===== src/rtl/led_seq_pkg.sv =====
// Shared mode codes, entry-value rules and blink divider limits for led_sequencer.
// BOUNCE mode is present only when LED_SEQ_BOUNCE_EN is defined.
package led_seq_pkg;

    localparam int unsigned MODE_W        = 2;
    localparam int unsigned BLINK_DIV_MAX = 15;
    localparam int unsigned BLINK_CNT_W   = 4;

    typedef enum logic [MODE_W-1:0] {
        MODE_UP     = 2'd0,
        MODE_DOWN   = 2'd1,
        MODE_BOUNCE = 2'd2,
        MODE_BLINK  = 2'd3
    } mode_e;

    typedef enum logic [1:0] {
        ENTRY_ZERO,
        ENTRY_ONES,
        ENTRY_LSB
    } entry_e;

    // Mode rotation on each mode request.
    function automatic mode_e next_mode(input mode_e m);
        mode_e n;
        case (m)
            MODE_UP:     n = MODE_DOWN;
`ifdef LED_SEQ_BOUNCE_EN
            MODE_DOWN:   n = MODE_BOUNCE;
            MODE_BOUNCE: n = MODE_BLINK;
`else
            MODE_DOWN:   n = MODE_BLINK;
            MODE_BOUNCE: n = MODE_BLINK;
`endif
            default:     n = MODE_UP;
        endcase
        return n;
    endfunction

    // LED value loaded when a mode is entered.
    function automatic entry_e entry_of(input mode_e m);
        entry_e e;
        case (m)
            MODE_DOWN:   e = ENTRY_ONES;
            MODE_BOUNCE: e = ENTRY_LSB;
            MODE_BLINK:  e = ENTRY_ONES;
            default:     e = ENTRY_ZERO;
        endcase
        return e;
    endfunction

endpackage


===== src/rtl/sync_2ff.sv =====
// Two-flop synchronizer for a single asynchronous input, reset to a configurable idle level.
module sync_2ff #(
    parameter logic RST_VAL = 1'b1
) (
    input  logic clk,
    input  logic rst,
    input  logic d,
    output logic q
);

    logic r_meta;
    logic r_sync;

    always_ff @(posedge clk or posedge rst) begin
        if (rst) begin
            r_meta <= RST_VAL;
            r_sync <= RST_VAL;
        end else begin
            r_meta <= d;
            r_sync <= r_meta;
        end
    end

    assign q = r_sync;

endmodule


===== src/rtl/led_sequencer.sv =====
// LED pattern sequencer: UP/DOWN counters, optional BOUNCE (LED_SEQ_BOUNCE_EN) and BLINK,
// driven by a synchronized mode button and a pause button.
module led_sequencer
    import led_seq_pkg::*;
#(
    parameter int unsigned WIDTH     = 4,
    parameter int unsigned BLINK_DIV = 1
) (
    input  logic             div_clk,
    input  logic             rst,
    input  logic             mode_btn,
    input  logic             pause_btn,
    output logic [WIDTH-1:0] led,
    output logic [1:0]       mode,
    output logic             wrap
);

    localparam logic [WIDTH-1:0] ALL_ONES  = '1;
    localparam logic [WIDTH-1:0] LED_LSB   = WIDTH'(1);
    localparam int unsigned      DIV_CLAMP = (BLINK_DIV < 32'd1) ? 32'd1 :
                                             (BLINK_DIV > BLINK_DIV_MAX) ? BLINK_DIV_MAX : BLINK_DIV;
    localparam logic [BLINK_CNT_W-1:0] BLINK_LAST = BLINK_CNT_W'(DIV_CLAMP - 32'd1);

    logic                   w_mode_sync;
    logic                   w_pause_sync;
    logic                   w_press_mode;
    logic                   w_press_pause;
    logic                   w_mode_req;
    mode_e                  w_next_mode;
    logic [WIDTH-1:0]       w_entry_led;

    logic                   r_press_mode_d;
    logic [1:0]             r_settle;
    logic                   r_armed;
    mode_e                  r_mode;
    logic [WIDTH-1:0]       r_led;
    logic                   r_wrap;
    logic [BLINK_CNT_W-1:0] r_blink_cnt;

    sync_2ff #(.RST_VAL(1'b1)) u_sync_mode (
        .clk (div_clk),
        .rst (rst),
        .d   (mode_btn),
        .q   (w_mode_sync)
    );

    sync_2ff #(.RST_VAL(1'b1)) u_sync_pause (
        .clk (div_clk),
        .rst (rst),
        .d   (pause_btn),
        .q   (w_pause_sync)
    );

    assign w_press_mode  = ~w_mode_sync;
    assign w_press_pause = ~w_pause_sync;
    // Requests need a release observed after the synchronizer has flushed, so a press held through reset is ignored.
    assign w_mode_req    = w_press_mode & ~r_press_mode_d & r_armed;
    assign w_next_mode   = next_mode(r_mode);

    always_comb begin
        w_entry_led = '0;
        case (entry_of(w_next_mode))
            ENTRY_ONES: w_entry_led = ALL_ONES;
            ENTRY_LSB:  w_entry_led = LED_LSB;
            default:    w_entry_led = '0;
        endcase
    end

`ifdef LED_SEQ_BOUNCE_EN
    logic             r_dir_left;
    logic [WIDTH-1:0] w_bounce_led;
    logic             w_bounce_left;
    logic             w_bounce_wrap;

    // One-hot walk that turns around at either end without dwelling.
    always_comb begin
        w_bounce_led  = r_led;
        w_bounce_left = r_dir_left;
        if (WIDTH > 1) begin
            if (r_dir_left) begin
                if (r_led[WIDTH-1]) begin
                    w_bounce_led  = r_led >> 1;
                    w_bounce_left = 1'b0;
                end else begin
                    w_bounce_led  = r_led << 1;
                end
            end else begin
                if (r_led[0]) begin
                    w_bounce_led  = r_led << 1;
                    w_bounce_left = 1'b1;
                end else begin
                    w_bounce_led  = r_led >> 1;
                end
            end
        end
    end

    assign w_bounce_wrap = (w_bounce_led == LED_LSB) && (r_led != LED_LSB);
`endif

    always_ff @(posedge div_clk or posedge rst) begin
        if (rst) begin
            r_press_mode_d <= 1'b0;
            r_settle       <= 2'd0;
            r_armed        <= 1'b0;
            r_mode         <= MODE_UP;
            r_led          <= '0;
            r_wrap         <= 1'b0;
            r_blink_cnt    <= '0;
`ifdef LED_SEQ_BOUNCE_EN
            r_dir_left     <= 1'b1;
`endif
        end else begin
            r_press_mode_d <= w_press_mode;
            if (r_settle != 2'd2) begin
                r_settle <= r_settle + 2'd1;
            end
            if ((r_settle == 2'd2) && !w_press_mode) begin
                r_armed <= 1'b1;
            end
            r_wrap <= 1'b0;

            if (w_mode_req) begin
                r_mode      <= w_next_mode;
                r_led       <= w_entry_led;
                r_blink_cnt <= '0;
`ifdef LED_SEQ_BOUNCE_EN
                r_dir_left  <= 1'b1;
`endif
            end else if (!w_press_pause) begin
                case (r_mode)
                    MODE_UP: begin
                        r_led  <= r_led + LED_LSB;
                        r_wrap <= (r_led == ALL_ONES);
                    end
                    MODE_DOWN: begin
                        r_led  <= r_led - LED_LSB;
                        r_wrap <= (r_led == '0);
                    end
`ifdef LED_SEQ_BOUNCE_EN
                    MODE_BOUNCE: begin
                        r_led      <= w_bounce_led;
                        r_dir_left <= w_bounce_left;
                        r_wrap     <= w_bounce_wrap;
                    end
`endif
                    MODE_BLINK: begin
                        if (r_blink_cnt == BLINK_LAST) begin
                            r_led       <= ~r_led;
                            r_blink_cnt <= '0;
                        end else begin
                            r_blink_cnt <= r_blink_cnt + BLINK_CNT_W'(1);
                        end
                    end
                    default: begin
                    end
                endcase
            end
        end
    end

    assign led  = r_led;
    assign mode = r_mode;
    assign wrap = r_wrap;

endmodule


===== config.mk =====
export PLATFORM = sky130hd
export DESIGN_NAME = led_sequencer
export DESIGN_NICKNAME = d
export VERILOG_FILES = /design/src/rtl/led_seq_pkg.sv /design/src/rtl/sync_2ff.sv /design/src/rtl/led_sequencer.sv
export SDC_FILE = /design/constraint.sdc
export NUM_CORES = 1
export LEC_CHECK = 0
export ABC_AREA = 1
export BUFFER_PORTS_ARGS = -buffer_cell sky130_fd_sc_hd__buf_2
export CORE_MARGIN = 3
export CORE_UTILIZATION = 50
export DETAILED_ROUTE_END_ITERATION = 12
export MAX_ROUTING_LAYER = met4
export PLACE_DENSITY = 0.77
export SLEW_MARGIN = 20
export SYNTH_ARGS = -nofsm -noshare
export SYNTH_HDL_FRONTEND = slang
export SYNTH_SLANG_ARGS = --single-unit

===== constraint.sdc =====
create_clock -name div_clk -period 1.6 [get_ports div_clk]
set_input_delay 0.32 -clock div_clk [delete_from_list [all_inputs] [get_ports div_clk]]
set_output_delay 0.32 -clock div_clk [all_outputs]
set_load 0.01 [all_outputs]

After elaboration in Yosys (flattened, before gate mapping)
Cells that the tools add are included.

Register bits: 19. Input bits: 4. Output and inout port bits: 7. Logic and storage cells: 57.

Add/sub/neg operators: 4. Equality and inequality tests: 12. Muxes and demuxes: 14. Bitwise logic cells: 5. Reductions and logical operators: 11.

Operators with widths (count): 2-to-1 mux 4 bit (7); equality test 2 bit (second input constant) (6); case mux 4 bit (3 select lines) (1); adder 4 x 1 -> 4 bit (second input constant) (2); logical NOT 4 bit (2); case mux 2 bit (2 select lines) (2); case mux 4 bit (2 select lines) (1); equality test 2 x 1 -> 1 bit (second input constant) (3); equality test 4 bit (second input constant) (1); inverter 4 bit (1); nonzero test 2 bit (2); nonzero test 4 bit (1); OR reduction 2 bit (2); subtractor 4 x 1 -> 4 bit (second input constant) (1); inequality test 3 bit (second input constant) (1); AND reduction 3 bit (1); adder 2 x 1 -> 2 bit (second input constant) (1); bitwise AND 1 bit (2); logical NOT 2 bit (1); 2-to-1 mux 1 bit (2); inequality test 2 bit (second input constant) (1); inverter 1 bit (2); case mux 1 bit (2 select lines) (1); AND reduction 2 bit (1); logical AND 1 bit (1).

Depth between registers and ports, before layout
Word-level depth: 9. Mapped depth: 11. Gate-level depth less buffers: 11.

Modules after synthesis
From an unflattened synthesis, not the netlist that was laid out.

Cells, all modules: 115. Area total of the unflattened synthesis: 1046.0 um^2.

By module, submodules not included: led_sequencer (instances 1, cells each 109, area each 933.4 um^2, seq. area each 375.4 um^2); sync_2ff (instances 2, cells each 3, area each 56.3 um^2, seq. area each 52.6 um^2).

Worst setup path before layout
OpenSTA, ideal clock, no wires.

Kind: register to register. Start: register r_mode[1], in the netlist mode[1]. End: register r_led[2], in the netlist led[2]. Library setup time: 126 ps. Data arrival time: 1519 ps. Data required time: 1474 ps. Setup slack: -45 ps. Stages on the path, launching flop included: 11. Buffers on the path: 0. Period minus slack after synthesis: 1645 ps. Cell sequence: dfrtp_1 inv_1 ha_1 nand2_1 inv_1 nor2_2 ha_1 a21oi_1 xnor2_1 o21ai_0 a21oi_1.

Longest elaborated chain between the ends: 9. Elaborated cells on any way between the ends: 20. Classes of those cells: eq/ne (9); mux (6); reduce/logical (5).

RTL lines: start, declared (line led_sequencer.sv:35) `mode_e r_mode;`; start signal, assigned (line led_sequencer.sv:124) `r_mode <= w_next_mode;`; equality test 2 x 1 -> 1 bit or equality test 2 bit (tied branches) (line led_seq_pkg.sv:25, led_sequencer.sv:131); OR reduction 2 bit (no source line); case mux 2 bit (2 select lines) (line led_seq_pkg.sv:25) `case (m)`; equality test 2 bit or equality test 2 x 1 -> 1 bit (tied branches) (line led_seq_pkg.sv:42) `case (m)`; OR reduction 2 bit (no source line); case mux 2 bit (2 select lines) (line led_seq_pkg.sv:42); equality test 2 bit or equality test 2 x 1 -> 1 bit (tied branches) (line led_sequencer.sv:62) `case (entry_of(w_next_mode))`; case mux 4 bit (2 select lines) (line led_sequencer.sv:62); 2-to-1 mux 4 bit (line led_sequencer.sv:123) `if (w_mode_req) begin`; end signal, assigned (line led_sequencer.sv:125) `r_led <= w_entry_led;`; end signal, assigned (line led_sequencer.sv:133) `r_led <= r_led + LED_LSB;`; end signal, assigned (line led_sequencer.sv:137) `r_led <= r_led - LED_LSB;`; end, declared (line led_sequencer.sv:36) `logic [WIDTH-1:0] r_led;`.

Parallel ways exist; a longest one is shown, timed or not. The select of a mux whose other input is x is not followed. A chain may end at the register's enable or synchronous reset.

Worst setup path in the final report
Ends and elaborated chain as after synthesis.

==> flow_summary.rst <==
.. list-table::
   :header-rows: 1

   * - Metric
     - Value
   * - Result of the run
     - complete, but fails checks
   * - Violations in the final reports
     - negative setup slack
   * - Path type of the worst setup path
     - flop to flop
   * - Final hold violations
     - 0
   * - Filler Cell Count
     - 159
   * - Highest clock frequency the design can meet
     - 623 MHz
   * - Number of nets in the layout
     - 149
   * - Top cell type's share of synthesized area
     - 36.2%
   * - Post-route clock skew
     - 12.2 ps
   * - Die area
     - 2660 sq um
   * - Total wire length after detailed routing
     - 2100 um
   * - Hold Slack
     - 11.1 ps
   * - Std-Cell Core Area
     - 1840 sq um
   * - Hold bufs inserted after CTS
     - 0
   * - Wire length of the first global-routing pass
     - 3550 um
   * - Leading post-synthesis cells by instance count
     - sky130_fd_sc_hd__nand2_1 (21), sky130_fd_sc_hd__inv_1 (17), sky130_fd_sc_hd__dfrtp_1 (15)
   * - Number of input and output port buffers inserted
     - 10
   * - Worst-margin pin slew
     - 289 ps
   * - Number of DRC violations after detailed routing
     - 0
   * - Portion of the post-synthesis area used by sequential elements
     - 46.3%
   * - Share of synthesized cell area in full adder, half adder and majority cells
     - 10.9%
   * - Hold crit path type
     - input pin to async pin
   * - CP Max Fanout
     - 4
   * - Die X-Extent
     - 51.5 um
   * - Setup slack after placement
     - -15.2 ps
   * - Final core occ
     - 69.2%
   * - Share of flip-flops with an asynchronous set or reset after synthesis
     - 100%
   * - Critical path endpoint category
     - flop
   * - Sink count of the clock tree
     - 19
   * - Max transition margin
     - 80.5%
   * - Top cells by area in the synthesized netlist
     - sky130_fd_sc_hd__dfrtp_1 (36%), sky130_fd_sc_hd__ha_1 (11%), sky130_fd_sc_hd__dfstp_2 (10%), sky130_fd_sc_hd__nand2_1 (7.6%), sky130_fd_sc_hd__inv_1 (6.2%)
   * - Routed via count divided by cell count
     - 5.16
   * - Post-synthesis cell area
     - 1040 sq um
   * - Dominant combinational cell family by area after synthesis
     - simple AND/OR/NAND/NOR gates
   * - Setup repair after global routing missed its margin
     - true
   * - Initial core utilization
     - 56.4%
   * - Finish-stage setup viols
     - 1
   * - Top-count cell post-synth
     - sky130_fd_sc_hd__nand2_1
   * - Detailed-route via count
     - 826
   * - Largest net degree at the start of global routing
     - 20
   * - Number of core rows
     - 15
   * - Max-Cap Viols
     - 0
   * - Share of cell area taken by muxes after synthesis
     - 1.45%
   * - Cell count after placement
     - 155
   * - Initial antenna violation count
     - 0
   * - Commonest register cell after synthesis
     - sky130_fd_sc_hd__dfrtp_1
   * - Post-layout minimum cycle time
     - 1610 ps
   * - GR Util All Layers
     - 18.2%
   * - Slack of the critical path
     - -6.32 ps
   * - Share of final-layout standard cells stronger than drive strength 1
     - 36.3%
   * - Portion of the clock cycle consumed by the worst path in the final layout
     - 100%
   * - H-tree levels
     - 1
   * - CTS clk-pin slew, worst paths
     - 120 ps
   * - Maximum clock insertion buffer count
     - 2
   * - Ant diodes
     - 0
   * - Synthesis-to-layout area growth
     - 22.7%
   * - Fraction of the mapped netlist area in compound gates
     - 11.7%
   * - Gp weighted congestion
     - 0.828
   * - Final design area excluding fillers
     - 1270 sq um
   * - Post-synthesis sequential element count
     - 19
   * - Worst vdd rail ir drop
     - 0.818 mV
   * - Endpoint arrival time on the critical path
     - 1830 ps
   * - Overflow left after global routing
     - 0
   * - Starting DRT DRC Count
     - 20
   * - Leakage component of the power
     - 0.618 nW
   * - Area taken by flip-flops and latches
     - 482 sq um
   * - Post-route non-filler standard cell count
     - 160
   * - Simple-gate portion of the synthesized area
     - 19.2%
   * - Overall power of the completed layout
     - 1.90 mW
   * - CTS root buffer
     - sky130_fd_sc_hd__clkbuf_4
   * - Post-synthesis cell count
     - 114
   * - Number of distinct library cells after synthesis
     - 27
   * - Detail Route Antenna Nets
     - 0
   * - Total area of multi-input combinational cells
     - 552 sq um
   * - Mapped Avg Cell Area
     - 9.10 sq um
   * - Vias in the first global route
     - 837
   * - Number of clock buffers inserted by TritonCTS
     - 3
   * - Power per standard cell area
     - 1490 nW/um^2
   * - Mean routed wirelength per cell
     - 13.1 um
   * - Count of pins over their slew limit
     - 0
   * - Required time worst endpoint
     - 1820 ps
   * - Number of enable flip-flop cells after synthesis
     - 0
   * - Half-perimeter wire length of the detailed placement result
     - 1550 um
   * - Total placed instance area
     - 1170 sq um
   * - IO Pins
     - 11
   * - TritonCTS clock tree
     - built
   * - Cell type with the highest aggregate area in the netlist
     - sky130_fd_sc_hd__dfrtp_1
   * - Nets in the synthesized netlist
     - 127
   * - Clock latency on the worst-skew pair
     - 300 ps
   * - First-pass detailed-route iteration total
     - 4
   * - Synthesized-area fraction occupied by xor and xnor cells
     - 3.38%
   * - Element type at the critical path start
     - flop
   * - Ys Warns
     - 0
   * - Die Y-Extent
     - 51.5 um
   * - Setup TNS
     - -6.32 ps
repair_timing:
action	CTS	global route
setup endpoints to repair	3	5
hold endpoints to repair	0	0
setup buffers	0	1
gates resized for setup	4	13
pin swaps	2	5
state kept, by name (all words and copies together) (netlist names):
register	count
u_sync_mode.q	1
r_armed	1
r_blink_cnt	4
r_settle	2
u_sync_mode.r_meta	1
r_press_mode_d	1
u_sync_pause.q	1
u_sync_pause.r_meta	1
mode	2
led	4
wrap	1
worst max-delay path, stage by stage, from the launching register on:
cell	delay, ps
sky130_fd_sc_hd__dfrtp_1	410
sky130_fd_sc_hd__inv_2	120
sky130_fd_sc_hd__ha_4	170
sky130_fd_sc_hd__nand2_2	50
sky130_fd_sc_hd__inv_2	80
sky130_fd_sc_hd__nor2_4	40
sky130_fd_sc_hd__ha_4	150
sky130_fd_sc_hd__a21oi_2	120
sky130_fd_sc_hd__xnor2_1	140
sky130_fd_sc_hd__o21ai_1	90
sky130_fd_sc_hd__a21oi_1	140
cells by family (layout without fill, tap and decap cells):
family | count (synthesis) | count (layout)
AO/OA/AOI/OAI | 21 | 21
XOR/XNOR | 4 | 4
adder cells (fa/ha/maj) | 9 | 9
buffers and inverters | 19 | 40
flip-flops | 19 | 19
multiplexers | 1 | 1
AND/OR/NAND/NOR | 41 | 41
power breakdown:
part | leakage (nW) | switching, mW | internal, mW
Clock | 0.0177 | 0.152 | 0.0929
Combinational | 0.377 | 0.511 | 0.461
Sequential | 0.223 | 0.123 | 0.562
Total | 0.618 | 0.786 | 1.12
area by class of cell:
class | instances | share of cell area, %
sequential | 19 | 37.9
multi-input combinational | 76 | 43.4
inverter | 18 | 5.51
clock buffer | 3 | 1.77
tap | 25 | 2.46
clock inverter | 1 | 0.393
timing repair buffer | 18 | 8.65
final timing paths:
kind / startpoint / cells past startpoint / slack (ps) / endpoint
max in group asynchronous: rst / 3 / 1330 / u_sync_mode.r_meta
hold / removal: rst / 3 / 10 / r_press_mode_d
setup reg to reg: mode[1] / 10 / -6 / led[2]
min in group div_clk: pause_btn / 1 / 100 / u_sync_pause.r_meta
hold reg to reg: u_sync_pause.r_meta / 0 / 360 / u_sync_pause.q
setup / recovery: mode[1] / 10 / -6 / led[2]
per-layer routing:
metal  vias up  part of all wire, %  global-route usage [%]
met5         -                    0                       -
met4         0                  2.5                    7.86
met3         6                  3.8                    2.01
met2        20                   53                    31.1
met1       391                   41                    21.9
li1        409                    -                       -
cell usage in the layout, fill, tap and decap left out, drive strengths merged:
| cell type | count |
|---|---|
| o211ai | 1 |
| dfrtp | 15 |
| xnor2 | 3 |
| dfstp | 4 |
| nor2 | 8 |
| ha | 9 |
| mux2 | 1 |
| a2bb2oi | 1 |
| o21bai | 1 |
| clkbuf | 3 |
| a21oi | 10 |
| nor3 | 2 |
| o21ai | 6 |
| a31oi | 1 |
| buf | 18 |
| o31ai | 1 |
| nand3 | 7 |
| nor4 | 1 |
| inv | 18 |
| xor2 | 1 |
| clkinv | 1 |
| nand2 | 23 |
Note: power is estimated with default switching activity, not from simulation.
